**src/rtl/compute_seq.sv**
```systemverilog
// compute_seq: streams (a,b,x) triples into the compute engine (y=a*x+b),
// reads y back and presents it on a valid/ready output stream.
//
// Parameters: DATA_WIDTH, ADDR_WIDTH (compute port widths), CNT_WIDTH.
// Ports:
//   CLK, RST               clock, async active-low reset
//   s_valid_i/s_ready_o    operand stream handshake, s_a_i/s_b_i/s_x_i
//   m_valid_o/m_ready_i    result stream handshake, m_y_o
//   dina_o/addra_o/ena_o/wea_o/douta_i   compute memory-style port
//   busy_o                 not idle
//   count_o                completed output handshakes (wraps)
// Optional build macro CMPSEQ_REUSE_EN: skip writes of operands that
// already hold the same value inside compute.

`ifndef DATA_WIDTH
`define DATA_WIDTH 32
`endif
`ifndef ADDR_WIDTH
`define ADDR_WIDTH 2
`endif

module compute_seq #(
   parameter int DATA_WIDTH = `DATA_WIDTH,
   parameter int ADDR_WIDTH = `ADDR_WIDTH,
   parameter int CNT_WIDTH  = 16
) (
   input  logic                  CLK,
   input  logic                  RST,
   input  logic                  s_valid_i,
   output logic                  s_ready_o,
   input  logic [DATA_WIDTH-1:0] s_a_i,
   input  logic [DATA_WIDTH-1:0] s_b_i,
   input  logic [DATA_WIDTH-1:0] s_x_i,
   output logic                  m_valid_o,
   input  logic                  m_ready_i,
   output logic [DATA_WIDTH-1:0] m_y_o,
   output logic [DATA_WIDTH-1:0] dina_o,
   output logic [ADDR_WIDTH-1:0] addra_o,
   output logic                  ena_o,
   output logic                  wea_o,
   input  logic [DATA_WIDTH-1:0] douta_i,
   output logic                  busy_o,
   output logic [CNT_WIDTH-1:0]  count_o
);

   typedef enum logic [2:0] {
      IDLE,
      WR_A,
      WR_B,
      WR_X,
      RD,
      OUT
   } state_t;

   localparam logic [ADDR_WIDTH-1:0] ADDR_A = ADDR_WIDTH'(0);
   localparam logic [ADDR_WIDTH-1:0] ADDR_B = ADDR_WIDTH'(1);
   localparam logic [ADDR_WIDTH-1:0] ADDR_X = ADDR_WIDTH'(2);
   localparam logic [ADDR_WIDTH-1:0] ADDR_Y = ADDR_WIDTH'(0);

   state_t                state_q;
   state_t                state_d;
   logic [DATA_WIDTH-1:0] a_q;
   logic [DATA_WIDTH-1:0] b_q;
   logic [DATA_WIDTH-1:0] x_q;
   logic [DATA_WIDTH-1:0] y_q;
   logic [CNT_WIDTH-1:0]  cnt_q;

   logic in_hs;
   logic out_hs;

   // need_*_in decide the first write from IDLE using the incoming
   // operands; need_b/need_x decide later steps from the latched ones.
   logic need_a_in;
   logic need_b_in;
   logic need_x_in;
   logic need_b;
   logic need_x;

   assign in_hs  = (state_q == IDLE) && s_valid_i;
   assign out_hs = (state_q == OUT) && m_ready_i;

`ifdef CMPSEQ_REUSE_EN
   // Mirror of what compute currently holds; compute shares RST, so
   // both start at 0.
   logic [DATA_WIDTH-1:0] sa_q;
   logic [DATA_WIDTH-1:0] sb_q;
   logic [DATA_WIDTH-1:0] sx_q;

   assign need_a_in = (s_a_i != sa_q);
   assign need_b_in = (s_b_i != sb_q);
   assign need_x_in = (s_x_i != sx_q);
   assign need_b    = (b_q != sb_q);
   assign need_x    = (x_q != sx_q);

   always_ff @(posedge CLK or negedge RST) begin
      if (!RST) begin
         sa_q <= '0;
         sb_q <= '0;
         sx_q <= '0;
      end else begin
         if (state_q == WR_A) sa_q <= a_q;
         if (state_q == WR_B) sb_q <= b_q;
         if (state_q == WR_X) sx_q <= x_q;
      end
   end
`else
   assign need_a_in = 1'b1;
   assign need_b_in = 1'b1;
   assign need_x_in = 1'b1;
   assign need_b    = 1'b1;
   assign need_x    = 1'b1;
`endif

   always_ff @(posedge CLK or negedge RST) begin
      if (!RST) begin
         state_q <= IDLE;
      end else begin
         state_q <= state_d;
      end
   end

   always_comb begin
      state_d = state_q;
      dina_o  = '0;
      addra_o = '0;
      ena_o   = 1'b0;
      wea_o   = 1'b0;
      unique case (state_q)
         IDLE: begin
            if (s_valid_i) begin
               if (need_a_in)      state_d = WR_A;
               else if (need_b_in) state_d = WR_B;
               else if (need_x_in) state_d = WR_X;
               else                state_d = RD;
            end
         end
         WR_A: begin
            ena_o   = 1'b1;
            wea_o   = 1'b1;
            addra_o = ADDR_A;
            dina_o  = a_q;
            if (need_b)      state_d = WR_B;
            else if (need_x) state_d = WR_X;
            else             state_d = RD;
         end
         WR_B: begin
            ena_o   = 1'b1;
            wea_o   = 1'b1;
            addra_o = ADDR_B;
            dina_o  = b_q;
            if (need_x) state_d = WR_X;
            else        state_d = RD;
         end
         WR_X: begin
            ena_o   = 1'b1;
            wea_o   = 1'b1;
            addra_o = ADDR_X;
            dina_o  = x_q;
            state_d = RD;
         end
         RD: begin
            ena_o   = 1'b1;
            addra_o = ADDR_Y;
            state_d = OUT;
         end
         OUT: begin
            if (m_ready_i) state_d = IDLE;
         end
         default: state_d = IDLE;
      endcase
   end

   always_ff @(posedge CLK or negedge RST) begin
      if (!RST) begin
         a_q <= '0;
         b_q <= '0;
         x_q <= '0;
      end else if (in_hs) begin
         a_q <= s_a_i;
         b_q <= s_b_i;
         x_q <= s_x_i;
      end
   end

   // Result is held until the next read, so it survives IDLE.
   always_ff @(posedge CLK or negedge RST) begin
      if (!RST) begin
         y_q <= '0;
      end else if (state_q == RD) begin
         y_q <= douta_i;
      end
   end

   always_ff @(posedge CLK or negedge RST) begin
      if (!RST) begin
         cnt_q <= '0;
      end else if (out_hs) begin
         cnt_q <= cnt_q + CNT_WIDTH'(1);
      end
   end

   assign s_ready_o = (state_q == IDLE);
   assign m_valid_o = (state_q == OUT);
   assign busy_o    = (state_q != IDLE);
   assign m_y_o     = y_q;
   assign count_o   = cnt_q;

endmodule

```
**config.mk**
```make
export PLATFORM = sky130hd
export DESIGN_NAME = compute_seq
export DESIGN_NICKNAME = d
export VERILOG_FILES = /design/src/rtl/compute_seq.sv
export SDC_FILE = /design/constraint.sdc
export NUM_CORES = 1
export LEC_CHECK = 0
export CELL_PAD_IN_SITES_DETAIL_PLACEMENT = 0
export CELL_PAD_IN_SITES_GLOBAL_PLACEMENT = 1
export CORE_ASPECT_RATIO = 1.1
export CORE_MARGIN = 5
export CORE_UTILIZATION = 39
export DETAILED_ROUTE_END_ITERATION = 10
export PLACE_DENSITY_LB_ADDON = 0.1
export SYNTH_ARGS = -nofsm -noshare
export SYNTH_HDL_FRONTEND = slang
export SYNTH_SLANG_ARGS = --single-unit
```
**constraint.sdc**
```tcl
create_clock -name CLK -period 3 [get_ports CLK]
set_clock_uncertainty 0.1 [all_clocks]
set_input_delay 0.3 -clock CLK [delete_from_list [all_inputs] [get_ports CLK]]
set_output_delay 0.3 -clock CLK [all_outputs]
set_load 0.05 [all_outputs]
```
== Word level (Yosys, flattened, before mapping) ==
Index checks and enable logic that the tools add are counted.

* Bits in registers: 147
* Bits in latches: 0
* Bits in writable memories: 0
* Memory bits (read-only): 0
* Input bits: 132
* Output and inout bits: 87
* Logic and storage cells: 28
* Memories: 0

* Add/subtract/negate cells: 1
* Multiply operators: 0
* Div/mod/pow operators: 0
* Magnitude comparators: 0
* Equality and inequality tests: 7
* Shift operators: 0
* Mux-type cells: 7
* Bitwise gates (word level): 0
* Reductions and logical operators: 7

{| class="wikitable"
|+ Operator list
! cell !! number
|-
| $pmux W32 S3 || 1
|-
| $pmux W3 S6 || 1
|-
| $add A16 B1 Y16 const B || 1
|-
| $eq A3 B2 Y1 const B || 2
|-
| $eq A3 B3 Y1 const B || 2
|-
| $mux W3 || 2
|-
| $pmux W2 S2 || 1
|-
| $reduce_or A4 Y1 || 1
|-
| $eq A3 B1 Y1 const B || 1
|-
| $logic_not A3 Y1 || 1
|-
| $reduce_bool A3 Y1 || 1
|-
| $reduce_or A3 Y1 || 1
|-
| $logic_and A1 B1 Y1 || 2
|-
| $mux W1 || 2
|-
| $ne A2 B1 Y1 const B || 1
|-
| $ne A2 B2 Y1 const B || 1
|-
| $reduce_and A2 Y1 || 1
|}

== Logic depth before layout (Yosys ltp) ==
Gate-level depths: netlist of run 1.

* Word-level depth: 3
* Depth in mapped cells: 8
* Gate-level depth less buffers: 5

== Least setup slack after synthesis of run 1 ==
OpenSTA, ideal clock, no wires.

* Path type: reg-to-output
* Start: reg state_q[0]
* End: out addra_o[0]
* Arrival time: 1.943 ns
* Data required time: 2.600 ns
* Slack: 0.657 ns
* Stages on the path, launching flop included: 4
* Buffers on the path: 2
* Cell sequence: dfrtp_1 > clkbuf_1 > clkbuf_1 > nor3_1

* Longest elaborated chain between the ends: 2
* Elaborated cells on any way between the ends: 3
* Those cells by class: eq/ne: 2; mux: 1

{| class="wikitable"
|+ Ends and longest elaborated chain
! what !! RTL line !! text
|-
| from (decl) || 60 || <nowiki>state_t state_q;</nowiki>
|-
| from (signal assigned) || 118 || <nowiki>state_q <= state_d;</nowiki>
|-
| $eq A3 B2 Y1 || 128 || <nowiki>unique case (state_q)</nowiki>
|-
| $pmux W2 S2 (*) || 128 ||
|-
| to (decl) || 38 || <nowiki>output logic [ADDR_WIDTH-1:0] addra_o,</nowiki>
|}

Every way passes the cells marked *; elsewhere a longest branch is shown, timed or not.

== Worst setup path after layout of run 1 ==
* Start: reg state_q[1]
* End: out addra_o[1]

Same word-level chain as after synthesis.

==> metrics.txt, run 1 <==
# TYPE chip_impl_metric gauge
chip_impl_info{name="outcome",value="completed"} 1
chip_impl_metric{name="yosys.area.top_type_share",unit="%"} 56.9
chip_impl_metric{name="fp-row-count",unit=""} 49
chip_impl_metric{name="clkTransAtPathRegs",unit="ns"} 0.06
chip_impl_metric{name="met3_length",unit="um"} 1180
chip_impl_metric{name="fin_tns_setup",unit="ns"} 0
chip_impl_metric{name="critical_path.max_stage_delay",unit="ns"} 0.90
chip_impl_metric{name="yosys.cell_types.count",unit=""} 30
chip_impl_metric{name="met1Wirelength",unit="um"} 7220
chip_impl_info{name="unrepaired_setup_endpoints_after_global_routing",value="false"} 1
chip_impl_metric{name="die_w",unit="um"} 133
chip_impl_metric{name="flow.area_growth_from_synthesis",unit="%"} 51.4
chip_impl_metric{name="dpl-instance-area",unit="sq um"} 9160
chip_impl_metric{name="reg2reg_setup_slack",unit="ns"} 0.58
chip_impl_metric{name="antenna_violating_nets_post_route",unit=""} 0
chip_impl_metric{name="postCtsSetupBuffers",unit=""} 0
chip_impl_metric{name="worst-endpoint-required",unit="ns"} 2.60
chip_impl_metric{name="timing.hold.ws",unit="ns"} 0.386
chip_impl_metric{name="finish.net_count",unit=""} 817
chip_impl_metric{name="max-vdd-ir-drop",unit="mV"} 0.725
chip_impl_info{name="topRoutingLayerUsed",value="met5"} 1
chip_impl_metric{name="transition_at_the_pin_with_the_smallest_max_transition_slack",unit="ns"} 0.761
chip_impl_metric{name="largest_fanout_of_any_net_on_the_critical_path",unit=""} 17
chip_impl_metric{name="slew_headroom",unit="%"} 49.3
chip_impl_metric{name="layout-drive-gt1-share",unit="%"} 29.4
chip_impl_metric{name="dieArea",unit="sq um"} 19200
chip_impl_metric{name="final_min_period_over_clock_period",unit="%"} 93.9
chip_impl_metric{name="power-per-cell-area",unit="nW/um^2"} 1280
chip_impl_metric{name="initial_utilization",unit="%"} 39.6
chip_impl_metric{name="routed_via_density",unit=""} 5.02
chip_impl_info{name="critPathSlowestCell",value="sky130_fd_sc_hd__clkdlybuf4s50_1"} 1
chip_impl_metric{name="grt_antenna_before_repair",unit=""} 1
chip_impl_metric{name="yosys_warnings",unit=""} 0
chip_impl_info{name="critical_path.cell_chain",value="inv_1 > nor3b_1 > clkdlybuf4s50_1"} 1
chip_impl_metric{name="syn-instance-count",unit=""} 465
chip_impl_metric{name="numCtsBuffers",unit=""} 17
chip_impl_metric{name="place_hpwl",unit="um"} 12200
chip_impl_metric{name="totalPowerFinal",unit="mW"} 12.5
chip_impl_metric{name="ys_seq_area_share",unit="%"} 56.9
chip_impl_metric{name="mappedNetlistArea",unit="sq um"} 6460
chip_impl_metric{name="final-hold-violation-count",unit=""} 0
chip_impl_metric{name="initialDrtViolationCount",unit=""} 195
chip_impl_metric{name="placeableCoreArea",unit="sq um"} 16300
chip_impl_metric{name="hold_buffers",unit=""} 1
chip_impl_metric{name="die_y",unit="um"} 145
chip_impl_metric{name="final-max-slew-violation-count",unit=""} 0
chip_impl_metric{name="antenna_cells_inserted",unit=""} 0
chip_impl_metric{name="wl_per_cell",unit="um"} 18.7
chip_impl_info{name="kind_of_start_point_of_the_critical_path",value="flip-flop"} 1
chip_impl_metric{name="final_util",unit="%"} 60.0
chip_impl_metric{name="cts_resized",unit=""} 0
chip_impl_metric{name="ios",unit=""} 219
chip_impl_info{name="synth.area.top_cells",value="sky130_fd_sc_hd__dfrtp_1, sky130_fd_sc_hd__mux2_2, sky130_fd_sc_hd__mux2_1"} 1
chip_impl_metric{name="clock_path_buffers",unit=""} 2
chip_impl_metric{name="power.static_leakage",unit="nW"} 4.07
chip_impl_metric{name="cts.sinks",unit=""} 147
chip_impl_metric{name="route.vias.total",unit=""} 4519
chip_impl_metric{name="grt_start_max_net_pins",unit=""} 82
chip_impl_info{name="clockRootBuffer",value="sky130_fd_sc_hd__clkbuf_16"} 1
chip_impl_metric{name="critPathArrivalTime",unit="ns"} 2.42
chip_impl_metric{name="pre_antenna_drt_iters",unit=""} 4
chip_impl_info{name="timing.setup.critical_path_class",value="reg -> out"} 1
chip_impl_metric{name="grt_pass1_wl",unit="um"} 27000
chip_impl_metric{name="htree_levels",unit=""} 4
chip_impl_info{name="end_kind",value="output port"} 1
chip_impl_metric{name="syn_area_per_cell",unit="sq um"} 13.9
chip_impl_metric{name="drc",unit=""} 0
chip_impl_metric{name="finalInstanceArea",unit="sq um"} 9780
chip_impl_metric{name="totalWireLength",unit="um"} 16800
chip_impl_info{name="netlist.top_cell.by_area",value="sky130_fd_sc_hd__dfrtp_1"} 1
chip_impl_metric{name="timing.final.crit_period",unit="ns"} 2.82
chip_impl_metric{name="finalWeightedCongestion",unit=""} 0.758
chip_impl_metric{name="postSynthNetCount",unit=""} 598
chip_impl_metric{name="clock_insertion_delay_worst_skew",unit="ns"} 0.41
chip_impl_metric{name="fmax",unit="MHz"} 355
chip_impl_metric{name="global_route.overflow_total",unit=""} 0
chip_impl_metric{name="ys_ff_latch",unit=""} 147
chip_impl_metric{name="io_buffer_count",unit=""} 218
chip_impl_metric{name="track_usage",unit="%"} 17.7
chip_impl_info{name="holdCritPathClass",value="reg -> reg"} 1
chip_impl_metric{name="first_global_vias",unit=""} 4941
chip_impl_metric{name="final_setup_violation_count",unit=""} 0
chip_impl_info{name="cts_tree",value="yes"} 1
chip_impl_info{name="mostFrequentLayoutCell",value="sky130_fd_sc_hd__clkdlybuf4s50_1"} 1
chip_impl_metric{name="dr_wl_met2",unit="um"} 8250
chip_impl_info{name="most-common-layout-cells",value="sky130_fd_sc_hd__clkdlybuf4s50_1, sky130_fd_sc_hd__dfrtp_1, sky130_fd_sc_hd__mux2_2"} 1
chip_impl_metric{name="maxCapViolations",unit=""} 0
## layer usage
| metal | track usage [%] | vias to the layer above |
|---|---|---|
| met5 | 0 | - |
| met4 | 5.35 | 2 |
| met3 | 6.27 | 14 |
| met2 | 29.4 | 149 |
| met1 | 21.8 | 2249 |
| li1 | - | 2105 |
## synth_stat cells
cell                       number
sky130_fd_sc_hd__a22oi_1       32
sky130_fd_sc_hd__nor4_1         2
sky130_fd_sc_hd__xor2_1         3
sky130_fd_sc_hd__nor2_1        37
sky130_fd_sc_hd__a221oi_1       1
sky130_fd_sc_hd__inv_2          1
sky130_fd_sc_hd__inv_1          2
sky130_fd_sc_hd__and2_1         2
sky130_fd_sc_hd__ha_1           1
sky130_fd_sc_hd__or3_4          1
sky130_fd_sc_hd__nand2_1       11
sky130_fd_sc_hd__and4_1         2
sky130_fd_sc_hd__a31o_2         1
sky130_fd_sc_hd__nand4b_2       1
sky130_fd_sc_hd__and3_1         4
sky130_fd_sc_hd__nand2b_1       1
sky130_fd_sc_hd__and4b_1        1
sky130_fd_sc_hd__mux2_1        41
sky130_fd_sc_hd__nand3_1        3
sky130_fd_sc_hd__mux2_2       119
sky130_fd_sc_hd__nand4_1        4
sky130_fd_sc_hd__buf_4          6
sky130_fd_sc_hd__buf_8          5
sky130_fd_sc_hd__xnor2_1       14
sky130_fd_sc_hd__nor3b_1        1
sky130_fd_sc_hd__clkbuf_1      11
sky130_fd_sc_hd__buf_2          5
sky130_fd_sc_hd__dfrtp_1      147
sky130_fd_sc_hd__nor3_1         2
sky130_fd_sc_hd__buf_1          4
## final cells by class
class | instances | area [sq um]
clock buffers | 20 | 457
clock inverters | 12 | 156
fillers | 1297 | 6530
inverters | 3 | 11.3
multi-input cells | 284 | 2580
flip-flops and latches | 147 | 3680
well taps | 204 | 255
repair buffers | 231 | 2640
## cell families (layout without fill, tap and decap cells)
family / count (synthesis) / after routing / synth area share [%]
xor+xnor: 17 / 17 / 2.30
buf+inv: 34 / 266 / 3.29
simple gates: 72 / 72 / 5.38
fa+ha+maj: 1 / 1 / 0.194
mux: 160 / 160 / 27.9
compound gates: 34 / 34 / 3.99
flops: 147 / 147 / 56.9
## critical path, delay by kind of cell, from the launching register on
family	cells	cell delay [ns]
buf+inv	2	1.10
flops	1	0.59
simple gates	1	0.31
## metrics by stage
| stage | worst slack [ns] | cells |
|---|---|---|
| after floorplan | 0.657 | 465 |
| after global routing | 0.0204 | 901 |
| after detailed placement | 0.543 | 868 |
| after CTS | 0.115 | 901 |
| after global placement | 0.625 | 868 |
| final | 0.184 | 901 |
## worst paths after layout
path,cells after the start,to,startpoint
worst min-delay path,1,b_q[24]$_DFFE_PN0P_,b_q[24]$_DFFE_PN0P_
max in group asynchronous,3,state_q[2]$_DFFE_PN0P_,RST
worst max-delay path,3,addra_o[1],state_q[1]$_DFFE_PN0P_
worst max register to register,5,count_o[11]$_DFFE_PN0P_,state_q[0]$_DFFE_PN0P_
worst min register to register,1,b_q[24]$_DFFE_PN0P_,b_q[24]$_DFFE_PN0P_
min in group asynchronous,2,m_y_o[5]$_DFFE_PN0P_,RST
## power breakdown
group	internal [mW]	total, mW	switching [mW]
Combinational	3.16	6.79	3.63
Clock	1.35	2.17	0.816
Sequential	2.92	3.52	0.598
## state kept, by name, indices dropped and copies added (netlist names)
name and cells:
x_q 32, a_q 32, b_q 32, state_q 3, m_y_o 32, count_o 16
No activity file was read; power rests on OpenSTA's default activity.
==> run 2: changes to the inputs <==
Settings changed: CORE_ASPECT_RATIO 1.1 to not set, CORE_UTILIZATION 39 to 35.
==> run 2 against run 1 <==
Compared with the run above:
- non-clock buffer count fell by 4
- clock power is 4% higher
- clock-buffer cell count is the same
- critical path depth unchanged
- global-route usage is 1.5 points lower
- flip-flop and latch count is the same
- setup slack improved by 0.037 ns
- register-to-register slack improved by 0.06 ns
- combinational power increased by 0.9%
- maximum frequency rose by 1.3%
- worst hold slack worse by 0.089 ns
- wire length up 2.4%
- critical path type unchanged
- largest power group unchanged
- highest routed layer is now met4
==> metrics.txt, run 2 (same netlist as run 1, synthesis figures left out) <==
# TYPE chip_impl_metric gauge
chip_impl_metric{name="postCtsSetupBuffers",unit=""} 0
chip_impl_info{name="most-common-layout-cells",value="sky130_fd_sc_hd__clkdlybuf4s50_1, sky130_fd_sc_hd__dfrtp_1, sky130_fd_sc_hd__mux2_2"} 1
chip_impl_metric{name="route.vias.total",unit=""} 4477
chip_impl_metric{name="place_hpwl",unit="um"} 12000
chip_impl_metric{name="grt_pass1_wl",unit="um"} 27300
chip_impl_metric{name="ios",unit=""} 219
chip_impl_metric{name="clock_path_buffers",unit=""} 2
chip_impl_metric{name="power.internal",unit="mW"} 7.47
chip_impl_metric{name="p_comb_share",unit="%"} 54.5
chip_impl_metric{name="power.share.sequential",unit="%"} 27.6
chip_impl_metric{name="wl_per_cell",unit="um"} 18.7
chip_impl_metric{name="track_usage",unit="%"} 16.3
chip_impl_metric{name="slew_headroom",unit="%"} 55.8
chip_impl_metric{name="antenna_cells_inserted",unit=""} 0
chip_impl_metric{name="clock_insertion_delay_worst_skew",unit="ns"} 0.41
chip_impl_metric{name="power_frac_clock",unit="%"} 18.0
chip_impl_metric{name="initialDrtViolationCount",unit=""} 131
chip_impl_info{name="mostFrequentLayoutCell",value="sky130_fd_sc_hd__clkdlybuf4s50_1"} 1
chip_impl_metric{name="fp-row-count",unit=""} 49
chip_impl_metric{name="final_setup_violation_count",unit=""} 0
chip_impl_metric{name="antenna_violating_nets_post_route",unit=""} 0
chip_impl_metric{name="finish.net_count",unit=""} 813
chip_impl_metric{name="worst-endpoint-required",unit="ns"} 2.60
chip_impl_metric{name="netSwitchingFraction",unit="%"} 40.5
chip_impl_metric{name="htree_levels",unit=""} 4
chip_impl_metric{name="first_global_vias",unit=""} 4909
chip_impl_metric{name="cts_resized",unit=""} 0
chip_impl_metric{name="globalRouteMet1Util",unit="%"} 20.0
chip_impl_info{name="clockRootBuffer",value="sky130_fd_sc_hd__clkbuf_16"} 1
chip_impl_metric{name="io_buffer_count",unit=""} 218
chip_impl_metric{name="grt_util_met2",unit="%"} 27.3
chip_impl_metric{name="final_min_period_over_clock_period",unit="%"} 92.6
chip_impl_metric{name="pre_antenna_drt_iters",unit=""} 4
chip_impl_metric{name="drc",unit=""} 0
chip_impl_info{name="unrepaired_setup_endpoints_after_global_routing",value="false"} 1
chip_impl_metric{name="final-hold-violation-count",unit=""} 0
chip_impl_info{name="kind_of_start_point_of_the_critical_path",value="flip-flop"} 1
chip_impl_metric{name="largest_fanout_of_any_net_on_the_critical_path",unit=""} 13
chip_impl_metric{name="totalWireLength",unit="um"} 17200
chip_impl_metric{name="maxCapViolations",unit=""} 0
chip_impl_metric{name="final-max-slew-violation-count",unit=""} 0
chip_impl_metric{name="p_switching",unit="mW"} 5.09
chip_impl_metric{name="fin_tns_setup",unit="ns"} 0
chip_impl_metric{name="layout-drive-gt1-share",unit="%"} 28.7
chip_impl_metric{name="grt_util_met3",unit="%"} 5.11
chip_impl_metric{name="die_w",unit="um"} 146
chip_impl_metric{name="routed_via_density",unit=""} 4.86
chip_impl_metric{name="grt_antenna_before_repair",unit=""} 0
chip_impl_metric{name="power-per-cell-area",unit="nW/um^2"} 1280
chip_impl_info{name="cts_tree",value="yes"} 1
chip_impl_info{name="outcome",value="completed"} 1
chip_impl_metric{name="numCtsBuffers",unit=""} 17
chip_impl_metric{name="max-vdd-ir-drop",unit="mV"} 0.612
chip_impl_metric{name="finalWeightedCongestion",unit=""} 0.725
chip_impl_metric{name="die_y",unit="um"} 146
chip_impl_info{name="end_kind",value="output port"} 1
chip_impl_metric{name="transition_at_the_pin_with_the_smallest_max_transition_slack",unit="ns"} 0.657
chip_impl_metric{name="final_util",unit="%"} 54.2
chip_impl_info{name="holdCritPathClass",value="in -> async"} 1
chip_impl_metric{name="clkTransAtPathRegs",unit="ns"} 0.06
chip_impl_metric{name="power.static_leakage",unit="nW"} 4.06
chip_impl_info{name="globalRoute.busiestLayer",value="met2"} 1
chip_impl_metric{name="global_route.overflow_total",unit=""} 0
chip_impl_metric{name="critPathArrivalTime",unit="ns"} 2.38
chip_impl_metric{name="fmax",unit="MHz"} 360
chip_impl_metric{name="placeableCoreArea",unit="sq um"} 18100
chip_impl_metric{name="initial_utilization",unit="%"} 35.7
chip_impl_metric{name="flow.area_growth_from_synthesis",unit="%"} 51.7
chip_impl_metric{name="timing.final.crit_period",unit="ns"} 2.78
chip_impl_metric{name="dieArea",unit="sq um"} 21300
chip_impl_metric{name="cts.sinks",unit=""} 147
chip_impl_info{name="timing.setup.critical_path_class",value="reg -> out"} 1
chip_impl_metric{name="grt_start_max_net_pins",unit=""} 97
[run 2: power groups by stage]
stage	combinational, mW	clock (mW)	sequential, mW
final	6.85	2.26	3.46
after global routing	7.19	2.40	3.59
after CTS	6.95	2.32	3.47
after detailed placement	6.91	0	3.50
after global placement	6.84	0	3.45
after floorplan	3.51	0	4.14
[run 2: critical path: stages, from the launching register on]
cell,delay [ns]
sky130_fd_sc_hd__dfrtp_2,0.54
sky130_fd_sc_hd__inv_1,0.18
sky130_fd_sc_hd__nor3b_1,0.34
sky130_fd_sc_hd__clkdlybuf4s50_1,0.90
[run 2: layout make-up]
cell class | instances | area [sq um]
clock inverter | 12 | 181
fill | 1522 | 8290
multi-input combinational | 284 | 2580
tap | 229 | 287
clock buffer | 20 | 447
inverter | 3 | 11.3
timing repair buffer | 227 | 2610
sequential | 147 | 3680
[run 2: routing by layer]
layer | part of all wire (%) | up-vias
li1 | - | 2088
met1 | 43 | 2231
met2 | 49 | 142
met3 | 6.9 | 16
met4 | 1.2 | 0
met5 | 0 | -
[run 2: final timing paths]
| kind | startpoint | depth (start not counted) | to | slack (ns) |
|---|---|---|---|---|
| worst max-delay path | state_q[1]$_DFFE_PN0P_ | 3 | addra_o[1] | 0.22 |
| worst min-delay path | RST | 2 | m_y_o[8]$_DFFE_PN0P_ | 0.30 |
| worst max register to register | state_q[0]$_DFFE_PN0P_ | 5 | a_q[10]$_DFFE_PN0P_ | 0.64 |
| worst min register to register | a_q[6]$_DFFE_PN0P_ | 1 | a_q[6]$_DFFE_PN0P_ | 0.38 |
| max in group asynchronous | RST | 3 | count_o[7]$_DFFE_PN0P_ | 1.66 |
| min in group CLK | a_q[6]$_DFFE_PN0P_ | 1 | a_q[6]$_DFFE_PN0P_ | 0.38 |
[run 2: metrics by stage]
step / power, mW / instances / instance area, sq um / worst slack (ns) / hold WS, ns
global route: 13.2 / 922 / 9800 / 0.141 / 0.346
CTS: 12.7 / 922 / 9800 / 0.216 / 0.311
finish: 12.6 / 922 / 9800 / 0.221 / 0.298
global placement: 10.3 / 889 / 9160 / 0.712 / 0.186
floorplan: 7.65 / 465 / 6460 / 0.657 / -0.0956
detailed placement: 10.4 / 889 / 9160 / 0.663 / 0.190
[run 2: what timing repair did]
action / CTS / global route
hold buffers: 1 / 0
endpoints found under the hold margin: 54 / 0
setup endpoints to repair: 0 / 0
